## src/rtl/regfile_wb_arbiter.sv

```systemverilog
// ---------------------------------------------------------------------------
// regfile_wb_arbiter
//
// Shares the single register-file write port between NREQ write-back sources.
// Each source pushes {addr, data} into its own DEPTH-entry FIFO. A round-robin
// arbiter pops at most one FIFO head per cycle onto the registered rf_* port.
// Writes to x0 are popped but suppressed (rf_we stays low). pend_mask reports
// every register with a write still in flight, so decode can stall on RAW.
//
// Optional feature (define REGWB_STALL_CNT_EN):
//   adds output stall_cnt, one saturating 16-bit counter per requester that
//   counts cycles with req_valid[i] && !req_ready[i]. Cleared by reset/flush.
//
// Ports
//   clk        in   1          clock, all state updates on posedge
//   rst_n      in   1          asynchronous active-low reset
//   flush      in   1          synchronous flush, discards all pending writes
//   req_valid  in   NREQ       requester i has a write
//   req_ready  out  NREQ       FIFO i can accept (!full_i && !flush)
//   req_addr   in   NREQ*AW    requester i destination at [i*AW +: AW]
//   req_data   in   NREQ*DW    requester i data at [i*DW +: DW]
//   rf_we      out  1          registered register-file write enable
//   rf_waddr   out  AW         registered write address
//   rf_wdata   out  DW         registered write data
//   pend_mask  out  2**AW      bit r set while a write to r is queued or on rf_*
//   idle       out  1          all FIFOs empty and rf_we == 0
//   stall_cnt  out  NREQ*16    (REGWB_STALL_CNT_EN only) per-requester stall counts
// ---------------------------------------------------------------------------
module regfile_wb_arbiter #(
    parameter int NREQ  = 2,
    parameter int DEPTH = 2,
    parameter int AW    = 5,
    parameter int DW    = 32
) (
    input  logic                 clk,
    input  logic                 rst_n,
    input  logic                 flush,
    input  logic [NREQ-1:0]      req_valid,
    output logic [NREQ-1:0]      req_ready,
    input  logic [NREQ*AW-1:0]   req_addr,
    input  logic [NREQ*DW-1:0]   req_data,
    output logic                 rf_we,
    output logic [AW-1:0]        rf_waddr,
    output logic [DW-1:0]        rf_wdata,
    output logic [2**AW-1:0]     pend_mask,
    output logic                 idle
`ifdef REGWB_STALL_CNT_EN
    ,
    output logic [NREQ*16-1:0]   stall_cnt
`endif
);

    localparam int PW = $clog2(DEPTH);
    localparam int CW = PW + 1;
    localparam int RW = (NREQ > 1) ? $clog2(NREQ) : 1;

    // FIFO storage and bookkeeping, one set per requester
    logic [AW-1:0] mem_addr [NREQ][DEPTH];
    logic [DW-1:0] mem_data [NREQ][DEPTH];
    logic [PW-1:0] wr_ptr   [NREQ];
    logic [PW-1:0] rd_ptr   [NREQ];
    logic [CW-1:0] count    [NREQ];

    logic [RW-1:0]   rr_ptr;
    logic [NREQ-1:0] non_empty;
    logic [NREQ-1:0] full;
    logic [NREQ-1:0] push;
    logic [NREQ-1:0] pop;
    logic            found;
    logic [RW-1:0]   winner;
    logic [RW-1:0]   cand;
    logic [AW-1:0]   head_addr;
    logic [DW-1:0]   head_data;
    logic [PW-1:0]   slot_off;

    // ---------------------------------------------------------------------
    // FIFO status and push handshake
    // ---------------------------------------------------------------------
    // NOTE: every signal written in an always_comb gets a default first, so
    // no path leaves it unassigned and no latch is inferred.
    always_comb begin
        non_empty = '0;
        full      = '0;
        req_ready = '0;
        push      = '0;
        for (int i = 0; i < NREQ; i++) begin
            non_empty[i] = (count[i] != '0);
            full[i]      = (count[i] == CW'(DEPTH));
            req_ready[i] = !full[i] && !flush;
            push[i]      = req_valid[i] && req_ready[i];
        end
    end

    // ---------------------------------------------------------------------
    // Round-robin pick: first non-empty FIFO at or after rr_ptr (mod NREQ)
    // ---------------------------------------------------------------------
    always_comb begin
        found  = 1'b0;
        winner = '0;
        cand   = '0;
        pop    = '0;
        for (int k = 0; k < NREQ; k++) begin
            cand = RW'((int'(rr_ptr) + k) % NREQ);
            if (!found && non_empty[cand]) begin
                found  = 1'b1;
                winner = cand;
            end
        end
        if (found && !flush) begin
            pop[winner] = 1'b1;
        end
    end

    assign head_addr = mem_addr[winner][rd_ptr[winner]];
    assign head_data = mem_data[winner][rd_ptr[winner]];

    // ---------------------------------------------------------------------
    // FIFO pointers and occupancy (pointers wrap naturally at DEPTH)
    // ---------------------------------------------------------------------
    // NOTE: sequential state uses non-blocking assignments so every flop
    // samples the pre-edge values, independent of statement order.
    always_ff @(posedge clk or negedge rst_n) begin
        if (!rst_n) begin
            for (int i = 0; i < NREQ; i++) begin
                wr_ptr[i] <= '0;
                rd_ptr[i] <= '0;
                count[i]  <= '0;
            end
        end else begin
            for (int i = 0; i < NREQ; i++) begin
                if (flush) begin
                    wr_ptr[i] <= '0;
                    rd_ptr[i] <= '0;
                    count[i]  <= '0;
                end else begin
                    if (push[i]) wr_ptr[i] <= wr_ptr[i] + 1'b1;
                    if (pop[i])  rd_ptr[i] <= rd_ptr[i] + 1'b1;
                    // push and pop at the same edge leave occupancy unchanged
                    count[i] <= count[i] + CW'(push[i]) - CW'(pop[i]);
                end
            end
        end
    end

    // NOTE: the FIFO storage has no reset; an entry is only ever read while
    // the occupancy counter marks it valid, so its power-up value is unused.
    always_ff @(posedge clk) begin
        for (int i = 0; i < NREQ; i++) begin
            if (push[i]) begin
                mem_addr[i][wr_ptr[i]] <= req_addr[i*AW +: AW];
                mem_data[i][wr_ptr[i]] <= req_data[i*DW +: DW];
            end
        end
    end

    // ---------------------------------------------------------------------
    // Registered write port and round-robin pointer
    // ---------------------------------------------------------------------
    always_ff @(posedge clk or negedge rst_n) begin
        if (!rst_n) begin
            rf_we    <= 1'b0;
            rf_waddr <= '0;
            rf_wdata <= '0;
            rr_ptr   <= '0;
        end else if (flush) begin
            rf_we  <= 1'b0;
            rr_ptr <= '0;
        end else if (found) begin
            // x0 writes are consumed but never presented to the register file
            rf_we    <= (head_addr != '0);
            rf_waddr <= head_addr;
            rf_wdata <= head_data;
            rr_ptr   <= RW'((int'(winner) + 1) % NREQ);
        end else begin
            rf_we <= 1'b0;
        end
    end

    // ---------------------------------------------------------------------
    // Pending-write mask and idle
    // ---------------------------------------------------------------------
    always_comb begin
        pend_mask = '0;
        slot_off  = '0;
        for (int i = 0; i < NREQ; i++) begin
            for (int j = 0; j < DEPTH; j++) begin
                // slot j is live when its distance from the head is below count
                slot_off = PW'(j) - rd_ptr[i];
                if ({1'b0, slot_off} < count[i]) begin
                    pend_mask[mem_addr[i][j]] = 1'b1;
                end
            end
        end
        if (rf_we) begin
            pend_mask[rf_waddr] = 1'b1;
        end
        pend_mask[0] = 1'b0;
    end

    assign idle = (non_empty == '0) && !rf_we;

`ifdef REGWB_STALL_CNT_EN
    // ---------------------------------------------------------------------
    // Saturating per-requester stall counters
    // ---------------------------------------------------------------------
    always_ff @(posedge clk or negedge rst_n) begin
        if (!rst_n) begin
            stall_cnt <= '0;
        end else begin
            for (int i = 0; i < NREQ; i++) begin
                if (flush) begin
                    stall_cnt[i*16 +: 16] <= '0;
                end else if (req_valid[i] && !req_ready[i] &&
                             stall_cnt[i*16 +: 16] != 16'hFFFF) begin
                    stall_cnt[i*16 +: 16] <= stall_cnt[i*16 +: 16] + 16'd1;
                end
            end
        end
    end
`endif

endmodule

```

## config.mk

```make
export PLATFORM = sky130hd
export DESIGN_NAME = regfile_wb_arbiter
export DESIGN_NICKNAME = d
export VERILOG_FILES = /design/src/rtl/regfile_wb_arbiter.sv
export SDC_FILE = /design/constraint.sdc
export NUM_CORES = 1
export LEC_CHECK = 0
export ABC_AREA = 1
export ABC_CLOCK_PERIOD_IN_PS = 3300
export BUFFER_PORTS_ARGS = -buffer_cell sky130_fd_sc_hd__buf_2
export CORE_UTILIZATION = 55
export CTS_CLUSTER_DIAMETER = 150
export DETAILED_ROUTE_END_ITERATION = 10
export GPL_TIMING_DRIVEN = 0
export MAX_ROUTING_LAYER = met4
export PLACE_DENSITY = 0.85
export SLEW_MARGIN = 20
export SYNTH_ARGS = -nofsm -noshare
export SYNTH_HDL_FRONTEND = slang
export SYNTH_SLANG_ARGS = --single-unit
```

## constraint.sdc

```tcl
create_clock -name clk -period 3.3 [get_ports clk]
set_input_delay 0.495 -clock clk [delete_from_list [all_inputs] [get_ports clk]]
set_output_delay 0.495 -clock clk [all_outputs]
set_load 0.02 [all_outputs]
```

# == After elaboration in Yosys (flattened, before gate mapping) ==
# Memory sizes are Yosys's and may differ from the RTL's.
# Cells that the tools add are included.
# op_classes
addsub,14
n_lt_le_gt_ge,24
n_eq_ne,2
mux,63
bitwise_logic,9
n_reduce_logical,30
# ops
cell,count
$mux 32,10
$mux 64,2
$or 32x32->32,4
$demux 32 s1,2
$mux 1,31
$lt 5x6->1 const B,5
$demux 1 s5,5
$ge 5x1->1 const B,5
$mux 5,5
$mux 10,2
$logic_and 1x1->1,15
$reduce_bool 2->1,7
$demux 5 s1,2
$ge 2x2->1 const B,4
$lt 1x2->1,4
$not 1->2,4
$add 1x1->1 const B,6
$lt 1x2->1 const B,3
$mux 2,3
$logic_not 1->1,5
$reduce_bool 5->1,1
$add 2x1->2,2
$eq 2x2->1 const B,2
$lt 2x1->1 const B,2
7 further kinds,11
# word_totals
reg_bits,47
ram_bits,148
in_bits,79
mem_count,2
# memory_table
name,words,word_bits,read_ports,rd_clocked_by_memory_dff,wr,line,source
mem_data,2,64,1,0,2,59,logic [DW-1:0] mem_data [NREQ][DEPTH];
mem_addr,2,10,3,0,2,58,logic [AW-1:0] mem_addr [NREQ][DEPTH];

# == Logic depth before layout (Yosys ltp) ==
# Gate-level depths: netlist of the first run.
# logic_depth
depth_word,18
mapped_depth,11

# == Least setup slack after synthesis of the first run ==
# No wires, ideal clock.
# synth_path
path_type,in2reg
start,input port flush
end,memory mem_addr[1][0] (netlist name) (enable)
setup_ns,0.431
t_arrival_ns,2.849
setup_slack_ns,0.020
path_stages,4
path_buffers,1
path_cell_list,buf_2 > a21oi_1 > nand2_1 > nor2_1
# synth_lines
item,line,source
start: declaration,37,"input logic flush,"
end: declaration,58,

# == Worst setup path after layout of the first run ==
# layout_path
start,register count[0] (netlist name)
end,output port pend_mask[4]
# layout_via
elab_chain_len,6
# layout_rtl
item,line,source
start: declaration,62,logic [CW-1:0] count [NREQ];
start signal: indexed assignment,139,count[i] <= count[i] + CW'(push[i]) - CW'(pop[i]);
$lt 1x2->1,189,"if ({1'b0, slot_off} < count[i]) begin"
$mux 32,189,
$or 32x32->32 (no source line),--,
$mux 32 *,189,
$or 32x32->32 (no source line),--,
$mux 32 *,194,if (rf_we) begin
end: declaration,45,"output logic [2**AW-1:0] pend_mask,"
# Mark *: on every way between the ends. The rest lies on a longest branch, timed or not.

==> results of run 1 <==
-- stage by stage --
step / worst slack, ns / total power, W / std cells / setup TNS [ns] / hold WS, ns
global placement: -0.800 / 0.00675 / 1236 / -114.57 / 0.460
detailed placement: 0.729 / 0.00692 / 1240 / 0 / 0.463
floorplan: 0.0195 / 0.00568 / 876 / 0 / 0.199
CTS: 0.241 / 0.00897 / 1272 / 0 / 0.103
global route: 0.0723 / 0.00945 / 1274 / 0 / 0.141
finish: 0.165 / 0.00900 / 1274 / 0 / 0.0920
-- routing by layer --
layer  global-route usage [%]  wire, um  up-vias  part of all wire [%]
met1                     44.2      9970     3562                    39
met2                     53.8     12600      497                    49
met3                     4.91      2390       50                   9.4
li1                         -         -     3413                     -
met5                        -         0        -                     0
met4                     12.4       624        0                   2.4
-- flip-flops by register name, summed over array words and instances (netlist names) --
register	cells
mem_data	128
rf_wdata	32
mem_addr	20
rf_waddr	5
count	4
rd_ptr	2
wr_ptr	2
rf_we	1
rr_ptr	1
-- power by group through the flow --
stage	clock network, W	registers, W	logic (W)
2_1_floorplan	0	0.00364	0.00205
3_3_place_gp	0	0.00342	0.00333
3_5_place_dp	0	0.00342	0.00350
4_1_cts	0.00203	0.00338	0.00356
5_1_grt	0.00212	0.00343	0.00391
6_report	0.00202	0.00339	0.00359
-- layout make-up --
class                   count  area (um2)  area share (%)
repair buffers            153         851            8.02
plain buffers              32         240            2.26
diodes                      2        5.00          0.0471
well taps                 211         264            2.49
flip-flops and latches    195        5620            52.9
inverters                  53         204            1.92
multi-input cells         596        2840            26.7
clock buffers              21         483            4.55
clock inverters            11         111            1.05
-- path summary, 6_finish.rpt --
kind / start / endpoint / slack [ns] / cells after the start
worst max-delay path: count[0]$_DFF_PN0_ / pend_mask[4] / 0.16 / 5
worst min-delay path: rst_n / count[2]$_DFF_PN0_ / 0.09 / 1
worst max register to register: count[1]$_DFF_PN0_ / count[1]$_DFF_PN0_ / 1.11 / 11
worst min register to register: rf_wdata[9]$_DFFE_PN0N_ / rf_wdata[9]$_DFFE_PN0N_ / 0.48 / 2
max in group asynchronous: rst_n / rf_wdata[11]$_DFFE_PN0N_ / 2.76 / 1
min in group clk: req_data[40] / mem_data[1][8]$_DFFE_PP_ / 0.24 / 1
-- cell families after synthesis --
family                   synth area share [%]
other                                  0.0424
adder cells (fa/ha/maj)                 0.566
flip-flops                               63.6
XOR/XNOR                                0.397
AND/OR/NAND/NOR                          23.8
AO/OA/AOI/OAI                            6.57
buffers and inverters                    5.03
-- cells in the final DEF, fill, tap and decap left out, types with 3 or more instances in the layout --
| master | netlist | final |
|---|---|---|
| sky130_fd_sc_hd__a21oi_1 | 27 | 27 |
| sky130_fd_sc_hd__a22oi_1 | 11 | 11 |
| sky130_fd_sc_hd__buf_16 | 0 | 3 |
| sky130_fd_sc_hd__buf_2 | 12 | 160 |
| sky130_fd_sc_hd__buf_4 | 6 | 7 |
| sky130_fd_sc_hd__buf_6 | 11 | 11 |
| sky130_fd_sc_hd__clkbuf_1 | 3 | 5 |
| sky130_fd_sc_hd__clkbuf_16 | 0 | 19 |
| sky130_fd_sc_hd__dfrtp_1 | 47 | 47 |
| sky130_fd_sc_hd__edfxtp_1 | 148 | 148 |
| sky130_fd_sc_hd__ha_1 | 4 | 4 |
| sky130_fd_sc_hd__inv_1 | 50 | 50 |
| sky130_fd_sc_hd__inv_6 | 1 | 5 |
| sky130_fd_sc_hd__nand2_1 | 297 | 297 |
| sky130_fd_sc_hd__nand3_1 | 120 | 120 |
| sky130_fd_sc_hd__nor2_1 | 37 | 33 |
| sky130_fd_sc_hd__nor2_4 | 0 | 4 |
| sky130_fd_sc_hd__nor3_1 | 43 | 36 |
| sky130_fd_sc_hd__nor3_2 | 0 | 7 |
| sky130_fd_sc_hd__o2111ai_1 | 30 | 30 |
| sky130_fd_sc_hd__o21ai_0 | 13 | 13 |
-- cells in the mapped netlist (all sizes together) --
library cell,number
o2111ai,30
nand3b,1
o21ai,17
clkbuf,3
xnor2,2
dfrtp,47
nand3,120
inv,53
nor2,38
xor2,2
a22oi,11
a21oi,27
nor3,43
edfxtp,148
ha,4
conb,1
nand2,299
nand4,1
buf,29
==> qor.yml, run 1 <==
status: "completed"
crit_path_max_fanout: 7
cell_internal_power_w: 0.00529
clk_latency_ns: 0.44
timing.critical_path.buf_inv: 2
ys_ff_latch: 195
vias_per_cell: 5.90
die_w_um: 129
clk_root_buffer_cell: "sky130_fd_sc_hd__clkbuf_16"
p_leak_nw: 4.47
power.switching_fraction_pct: 41.2
clk_pin_slew_ns: 0.07
synth.area.top_cells: "sky130_fd_sc_hd__edfxtp_1, sky130_fd_sc_hd__dfrtp_1, sky130_fd_sc_hd__nand2_1, sky130_fd_sc_hd__nand3_1, sky130_fd_sc_hd__o2111ai_1"
critical_path.top_delay_family: "compound AO/OA/AOI/OAI gates"
worst-endpoint-required_ns: 2.80
floorplan.core_area_um2: 15400
number_of_max_slew_violations_in_the_final_report: 0
yosys_warnings: 0
cp-start-kind: "register"
antenna_violating_nets_post_route: 0
grt_overall_usage_pct: 33.7
cts_tree: "done"
vias: 7522
start_util_pct: 57.3
seqPwrFrac_pct: 37.7
wl_mm: 25.6
gr-total-overflow: 0
maxClockFrequency_mhz: 319
yosys.area.top_type_share_pct: 50.3
min-delay-path-class: "input pin to async pin"
cp_cell_sequence: "inv_1 -> o21ai_0 -> nand3b_1 -> o2111ai_1 -> buf_2"
critPathMaxStageDelay_ns: 0.61
grt_max_degree: 48
half_perimeter_wire_length_after_detailed_placement_mm: 17.8
fin_skew_ns: 0.0129
grt_pass1_wl_mm: 39.5
rows: 45
post_synth_instance_area_um2: 8840
cts_buffers: 17
pin_count: 152
first_global_vias: 7066
grt_antenna_before_repair: 2
fillers: 1153
post-cts-setup-buffers: 0
gp_congestion: 1.01
initialDrtViolationCount: 986
max-clock-path-buffers: 2
critical_path_arrival_ns: 2.64
die_h_um: 129
p_clk_share_pct: 22.4
final_util_pct: 68.8
switchingPower_w: 0.00371
routed_len_inst_um: 20.1
setup.worst_path.end_class: "output port"
syn_area_per_cell_um2: 10.1
drc_errors: 0
io_buffer_count: 149
drive_gt1_share_pct: 21.8
pwr_density_cell_nw_per_um2: 848
finalCritPeriodShare_pct: 95.0
synth.yosys.seq_area_share_pct: 63.6
timing.max_cap.violations: 0
critPathSlowestCell: "sky130_fd_sc_hd__o21ai_0"
placedInstanceArea_um2: 10000
cts_hold_buf: 0
worst-setup-path-type: "register to output port"
post_cts_resize_count: 0
synth_top_cell_by_area: "sky130_fd_sc_hd__edfxtp_1"
final_nets: 1131
slew_at_the_pin_closest_to_its_max_slew_limit_ns: 1.10
final_area_um2: 10600
post_synth_cell_types: 28
synthesis.instances: 876
report.final.setup_viol: 0
min_period_ns: 3.14
combinationalPowerShare_pct: 39.9
grt_setup_unrepaired: "no"
h-tree-depth: 4
hold_viol_final: 0
vdd_drop_max_v: 0.000499
clock_sinks: 195
area_growth_syn_to_layout_pct: 20.1
worst_slew_margin_rel_pct: 25.8
dr_pass1_iterations: 5
die_area_um2: 16600
syn-num-nets: 959
(Power assumes the default switching activity.)
==> run 2, diff against run 1 <==
--- a/config.mk
+++ b/config.mk
@@ -13,7 +13,7 @@
 export DETAILED_ROUTE_END_ITERATION = 10
 export GPL_TIMING_DRIVEN = 0
 export MAX_ROUTING_LAYER = met4
-export PLACE_DENSITY = 0.85
+export PLACE_DENSITY = 0.8
 export SLEW_MARGIN = 20
 export SYNTH_ARGS = -nofsm -noshare
 export SYNTH_HDL_FRONTEND = slang
==> run 2 against run 1 <==
  * Sequential power about the same
  * Fmax grew 1.2%
  * Worst hold slack lost 0.015 ns
  * Total power is 0.89% lower
  * Core utilization down 0.12 points
  * Via count is 2.4% lower
  * First-iteration DRC count decreased by 27%
  * Die area did not move
  * Global-route usage is 0.67 points lower
  * Cell count is 0.16% lower
  * Routed wire length decreased by 1.3%
==> qor.yml, run 2 (synthesis gave the netlist of run 1 again) <==
worst_slew_margin_rel_pct: 22.8  # was 25.8%
pin_count: 152  # unchanged
die_area_um2: 16600  # unchanged
layout.cells.most_common: "sky130_fd_sc_hd__nand2_1"  # unchanged
preCtsSetupSlack_ns: 0.678  # was 0.729 ns
maxClockFrequency_mhz: 323  # was 319 MHz
clock_sinks: 195  # unchanged
hold_viol_final: 0  # unchanged
post_cts_resize_count: 0  # unchanged
h-tree-depth: 4  # unchanged
gr-total-overflow: 0  # unchanged
area_growth_syn_to_layout_pct: 19.9  # was 20.1%
worst_r2r_startpoint: "count[1]$_DFF_PN0_"  # unchanged
diodes: 0  # was 2
seqCellArea_um2: 5620  # unchanged
final_nets: 1131  # unchanged
timing.reg2reg.worst_path_depth: 11  # unchanged
timing.max_cap.violations: 0  # unchanged
worst_hold_slack_ns: 0.0769  # was 0.0920 ns
io_buffer_count: 149  # unchanged
drive_gt1_share_pct: 22.0  # was 21.8%
fillers: 1165  # was 1153
setup.worst_path.end_class: "output port"  # unchanged
cts_tree: "done"  # unchanged
antenna_violating_nets_post_route: 0  # unchanged
gp_congestion: 0.987  # was 1.01
min_period_ns: 3.10  # was 3.14 ns
fin_skew_ns: 0.0109  # was 0.0129 ns
post-place-cells: 1240  # unchanged
timing.critical_path.buf_inv: 2  # unchanged
reg2reg_slack_ns: 1.11  # about the same
slew_at_the_pin_closest_to_its_max_slew_limit_ns: 1.15  # was 1.10 ns
cp-start-kind: "register"  # unchanged
area_used_by_multi_input_combinational_logic_um2: 2840  # about the same
initialDrtViolationCount: 722  # was 986
number_of_max_slew_violations_in_the_final_report: 0  # unchanged
routed_len_inst_um: 19.9  # was 20.1 um
grt_pass1_wl_mm: 38.7  # was 39.5 mm
critPathMaxStageDelay_ns: 0.91  # was 0.61 ns
crit_start: "rd_ptr[1]$_DFFE_PN0P_"  # was count[0]$_DFF_PN0_
dr_pass1_iterations: 4  # was 5
cp_cell_sequence: "inv_1 -> a21oi_1 -> nor3_1 -> nand2_1 -> o2111ai_1 -> buf_2"  # was inv_1 -> o21ai_0 -> nand3b_1 -> o2111ai_1 -> buf_2
start_util_pct: 57.3  # unchanged
vdd_drop_max_v: 0.000498  # was 0.000499 V
vias_per_cell: 5.77  # was 5.90
half_perimeter_wire_length_after_detailed_placement_mm: 17.8  # about the same
critPathSlowestCell: "sky130_fd_sc_hd__nor3_1"  # was sky130_fd_sc_hd__o21ai_0
wl_mm: 25.3  # was 25.6 mm
rows: 45  # unchanged
worst-setup-path-type: "register to output port"  # unchanged
max-clock-path-buffers: 2  # unchanged
grt_setup_unrepaired: "no"  # unchanged
grt_max_degree: 48  # unchanged
crit_path_max_fanout: 7  # unchanged
critical_path_arrival_ns: 2.60  # was 2.64 ns
worst_slack_setup_final_ns: 0.203  # was 0.165 ns
die_h_um: 129  # unchanged
clk_pin_slew_ns: 0.07  # about the same
worst-endpoint-required_ns: 2.80  # about the same
vias: 7344  # was 7522
clk_latency_ns: 0.44  # about the same
first_global_vias: 7114  # was 7066
largest_reg_flops: 128  # unchanged
post_layout_nonfiller_instances: 1272  # was 1274
post-cts-setup-buffers: 0  # unchanged
grt_overall_usage_pct: 33.0  # was 33.7%
layout.cells.most_common_list: "sky130_fd_sc_hd__nand2_1, sky130_fd_sc_hd__buf_2, sky130_fd_sc_hd__edfxtp_1, sky130_fd_sc_hd__nand3_1, sky130_fd_sc_hd__inv_1"  # unchanged
critical_path.top_delay_family: "simple AND/OR/NAND/NOR gates"  # was compound AO/OA/AOI/OAI gates
pwr_density_cell_nw_per_um2: 842  # was 848 nW/um2
cts_buffers: 17  # unchanged
floorplan.core_area_um2: 15400  # unchanged
min-delay-path-class: "input pin to async pin"  # unchanged
clk_root_buffer_cell: "sky130_fd_sc_hd__clkbuf_16"  # unchanged
status: "completed"  # unchanged
die_w_um: 129  # unchanged
grt_antenna_before_repair: 0  # was 2
report.final.setup_viol: 0  # unchanged
finalCritPeriodShare_pct: 93.9  # was 95.0%
drc_errors: 0  # unchanged
p_leak_nw: 4.47  # about the same
cts_hold_buf: 0  # unchanged
timing.rr.end: "count[1]$_DFF_PN0_"  # unchanged
run 2: stage by stage:
| step | TNS [ns] | util [%] | power (W) | cell area [um2] |
|---|---|---|---|---|
| detailed placement | 0 | 64.8 | 0.00689 | 10000 |
| finish | 0 | 68.7 | 0.00892 | 10600 |
| floorplan | 0 | - | 0.00568 | 8840 |
| global placement | -121.43 | 63.8 | 0.00676 | 9850 |
| CTS | 0 | 68.6 | 0.00890 | 10600 |
| global route | 0 | 68.7 | 0.00940 | 10600 |
run 2: area by class of cell:
type	count	share of cell area (%)
multi-input combinational	596	26.8
timing repair buffer	153	7.96
inverter	53	1.92
clock buffer	18	4.14
buffer	32	2.27
clock inverter	14	1.36
sequential	195	53.0
tap	211	2.49
run 2: worst max-delay path by stage:
stage / cells past startpoint / endpoint / slack [ns]
after global placement: 4 / mem_data[0][15]$_DFFE_PP_ / -0.87
final: 6 / pend_mask[8] / 0.20
after global routing: 5 / pend_mask[4] / 0.08
after floorplan: 4 / mem_addr[1][0]$_DFFE_PP_ / 0.02
after detailed placement: 5 / pend_mask[1] / 0.68
after CTS: 5 / pend_mask[1] / 0.19
run 2: routing by layer:
metal	part of all wire (%)	GRT usage (%)	up-vias	routed length [um]
li1	-	-	3401	-
met1	41	42.5	3493	10300
met2	49	51.4	387	12300
met3	7.3	5.82	63	1830
met4	3.3	15.2	0	837
met5	0	-	-	0
run 2: power breakdown:
part	switching (W)	internal, W
sequential	0.000290	0.00309
combinational	0.00243	0.00111
clock	0.000984	0.00102
total	0.00370	0.00522
==> run 3, diff against run 2 <==
--- a/config.mk
+++ b/config.mk
@@ -7,13 +7,13 @@
 export LEC_CHECK = 0
 export ABC_AREA = 1
 export ABC_CLOCK_PERIOD_IN_PS = 3300
-export BUFFER_PORTS_ARGS = -buffer_cell sky130_fd_sc_hd__buf_2
 export CORE_UTILIZATION = 55
 export CTS_CLUSTER_DIAMETER = 150
 export DETAILED_ROUTE_END_ITERATION = 10
+export DONT_BUFFER_PORTS = 1
 export GPL_TIMING_DRIVEN = 0
 export MAX_ROUTING_LAYER = met4
-export PLACE_DENSITY = 0.8
+export PLACE_DENSITY = 0.72
 export SLEW_MARGIN = 20
 export SYNTH_ARGS = -nofsm -noshare
 export SYNTH_HDL_FRONTEND = slang
==> run 3 against run 2 <==
  * Global-route usage is 1.6 points lower
  * Final area down 7.2%
  * Via count fell by 8.3%
  * Routed wire length fell by 5.0%
  * Critical path type unchanged
  * Worst setup slack got worse by 0.014 ns
  * Combinational power shrank 18%
  * Flip-flop and latch count did not move
  * Critical endpoint is now pend_mask[22]
  * Fmax fell by 0.43%
  * Clock skew about the same
  * Core utilization down 4.9 points
==> qor.yml, run 3 (synthesis gave the netlist of run 1 again) <==
status: "completed"  # unchanged
cp-start-kind: "register"  # unchanged
worst_slew_margin_rel_pct: 20.1  # was 22.8%
clock_sinks: 195  # unchanged
slew_at_the_pin_closest_to_its_max_slew_limit_ns: 1.19  # was 1.15 ns
gp_congestion: 1.00  # was 0.987
switchingPower_w: 0.00352  # was 0.00370 W
start_util_pct: 57.3  # unchanged
clk_latency_ns: 0.44  # about the same
min_period_ns: 3.11  # was 3.10 ns
die_w_um: 129  # unchanged
grt_pass1_wl_mm: 36.6  # was 38.7 mm
clk_root_buffer_cell: "sky130_fd_sc_hd__clkbuf_16"  # unchanged
combinationalPowerShare_pct: 33.9  # was 39.6%
cts_tree: "done"  # unchanged
final_nets: 984  # was 1131
critical_path_arrival_ns: 2.62  # was 2.60 ns
timing.reg2reg.worst_path_depth: 5  # was 11
power.switching_fraction_pct: 41.5  # about the same
drive_gt1_share_pct: 8.75  # was 22.0%
critPathSlowestCell: "sky130_fd_sc_hd__o2111ai_1"  # was sky130_fd_sc_hd__nor3_1
layout.cells.most_common: "sky130_fd_sc_hd__nand2_1"  # unchanged
floorplan.core_area_um2: 15400  # unchanged
routed_len_inst_um: 21.3  # was 19.9 um
die_h_um: 129  # unchanged
worst-setup-path-type: "register to output port"  # unchanged
area_growth_syn_to_layout_pct: 11.3  # was 19.9%
die_area_um2: 16600  # unchanged
min-delay-path-class: "input pin to register"  # was input pin to async pin
wl_mm: 24.0  # was 25.3 mm
final_area_um2: 9830  # was 10600 um2
crit_path_max_fanout: 7  # unchanged
hold_viol_final: 0  # unchanged
post-place-cells: 1091  # was 1240
placedInstanceArea_um2: 9250  # was 10000 um2
grt_overall_usage_pct: 31.4  # was 33.0%
setup.worst_path.end_class: "output port"  # unchanged
post-cts-setup-buffers: 0  # unchanged
critPathMaxStageDelay_ns: 0.68  # was 0.91 ns
timing.max_cap.violations: 0  # unchanged
diodes: 0  # unchanged
initialDrtViolationCount: 626  # was 722
reg2reg_slack_ns: 0.86  # was 1.11 ns
hold_path_depth: 0
number_of_max_slew_violations_in_the_final_report: 0  # unchanged
timing.setup.tns_ns: 0  # unchanged
rows: 45  # unchanged
worst-endpoint-required_ns: 2.80  # about the same
io_buffer_count: 0  # was 149
report.final.setup_viol: 0  # unchanged
post_layout_nonfiller_instances: 1125  # was 1272
gr-total-overflow: 0  # unchanged
largest_reg_flops: 128  # unchanged
fillers: 1247  # was 1165
first_global_vias: 6537  # was 7114
final_util_pct: 63.7  # was 68.7%
vdd_drop_max_v: 0.000528  # was 0.000498 V
vias_per_cell: 5.99  # was 5.77
grt_antenna_before_repair: 0  # unchanged
cts_hold_buf: 2  # was 0
grt_setup_unrepaired: "no"  # unchanged
h-tree-depth: 4  # unchanged
cts_buffers: 17  # unchanged
max-clock-path-buffers: 2  # unchanged
seqPwrFrac_pct: 43.6  # was 37.9%
fin_skew_ns: 0.0110  # was 0.0109 ns
maxClockFrequency_mhz: 321  # was 323 MHz
dr_pass1_iterations: 5  # was 4
half_perimeter_wire_length_after_detailed_placement_mm: 16.6  # was 17.8 mm
vias: 6734  # was 7344
antenna_violating_nets_post_route: 0  # unchanged
post_cts_resize_count: 0  # unchanged
pwr_density_cell_nw_per_um2: 863  # was 842 nW/um2
finalCritPeriodShare_pct: 94.3  # was 93.9%
p_leak_nw: 3.80  # was 4.47 nW
cell_internal_power_w: 0.00496  # was 0.00522 W
layout.cells.most_common_list: "sky130_fd_sc_hd__nand2_1, sky130_fd_sc_hd__edfxtp_1, sky130_fd_sc_hd__nand3_1, sky130_fd_sc_hd__inv_1, sky130_fd_sc_hd__dfrtp_1"  # was sky130_fd_sc_hd__nand2_1, sky130_fd_sc_hd__buf_2, sky130_fd_sc_hd__edfxtp_1, sky130_fd_sc_hd__nand3_1, sky130_fd_sc_hd__inv_1
pin_count: 152  # unchanged
totalPowerFinal_w: 0.00848  # was 0.00892 W
clk_pin_slew_ns: 0.08  # was 0.07 ns
cp_cell_sequence: "inv_1 -> o21ai_0 -> nand3_1 -> o2111ai_1"  # was inv_1 -> a21oi_1 -> nor3_1 -> nand2_1 -> o2111ai_1 -> buf_2
drc_errors: 0  # unchanged
grt_max_degree: 48  # unchanged
p_clk_share_pct: 22.4  # was 22.5%
[run 3: cell count changes in the layout (fill, tap and decap cells not counted)]
cell and delta:
sky130_fd_sc_hd__inv_8 +2, sky130_fd_sc_hd__nor3_2 -1, sky130_fd_sc_hd__inv_6 -5, sky130_fd_sc_hd__dlygate4sd3_1 +1
sky130_fd_sc_hd__clkinv_1 +1, sky130_fd_sc_hd__buf_4 -1, sky130_fd_sc_hd__clkinv_8 -3, sky130_fd_sc_hd__clkinvlp_4 +3
sky130_fd_sc_hd__buf_2 -148, sky130_fd_sc_hd__clkbuf_8 -1, sky130_fd_sc_hd__nor3_1 +1, sky130_fd_sc_hd__buf_16 +1
sky130_fd_sc_hd__clkbuf_1 +3
[run 3: cell type report]
cell class | instances | area, um2 | area share, %
multi-input cells | 596 | 2840 | 28.8
well taps | 211 | 264 | 2.68
inverters | 53 | 204 | 2.07
flip-flops and latches | 195 | 5620 | 57.2
repair buffers | 6 | 133 | 1.35
clock buffers | 20 | 437 | 4.44
clock inverters | 12 | 100 | 1.02
plain buffers | 32 | 240 | 2.44
[run 3: power groups by stage]
stage	sequential, W	combinational, W	clock [W]
after floorplan	0.00364	0.00205	0
after global placement	0.00376	0.00271	0
after detailed placement	0.00375	0.00283	0
after CTS	0.00370	0.00286	0.00192
after global routing	0.00374	0.00321	0.00202
final	0.00370	0.00288	0.00190
[run 3: through the flow]
| stage | hold WS [ns] | setup WS [ns] |
|---|---|---|
| global placement | 0.200 | -1.39 |
| global route | 0.126 | 0.0920 |
| floorplan | 0.199 | 0.0195 |
| detailed placement | 0.200 | 0.611 |
| CTS | 0.137 | 0.231 |
| finish | 0.145 | 0.189 |
[run 3: path summary, 6_finish.rpt]
path                                         start                   endpoint
worst max-delay path            count[0]$_DFF_PN0_              pend_mask[22]
worst min-delay path                  req_data[63]  mem_data[1][63]$_DFFE_PP_
worst max register to register  count[0]$_DFF_PN0_  mem_data[1][22]$_DFFE_PP_
worst min register to register  rr_ptr$_DFFE_PN0P_         rr_ptr$_DFFE_PN0P_
max in group asynchronous                    rst_n   rf_wdata[18]$_DFFE_PN0N_
min in group asynchronous                    rst_n   rf_wdata[26]$_DFFE_PN0N_
[run 3: routing by layer]
layer,wire (um),GRT usage (%),vias to the layer above
met2,11400,49.0,379
met4,935,15.1,0
met5,0,-,-
li1,-,-,3113
met3,2250,8.86,76
met1,9370,37.9,3166
[run 3: worst max-delay path, delay by kind of cell, from the launching register on]
kind / cells / cell delay (ns)
AO/OA/AOI/OAI: 2 / 1.20
AND/OR/NAND/NOR: 1 / 0.52
flip-flops: 1 / 0.36
buffers and inverters: 1 / 0.09
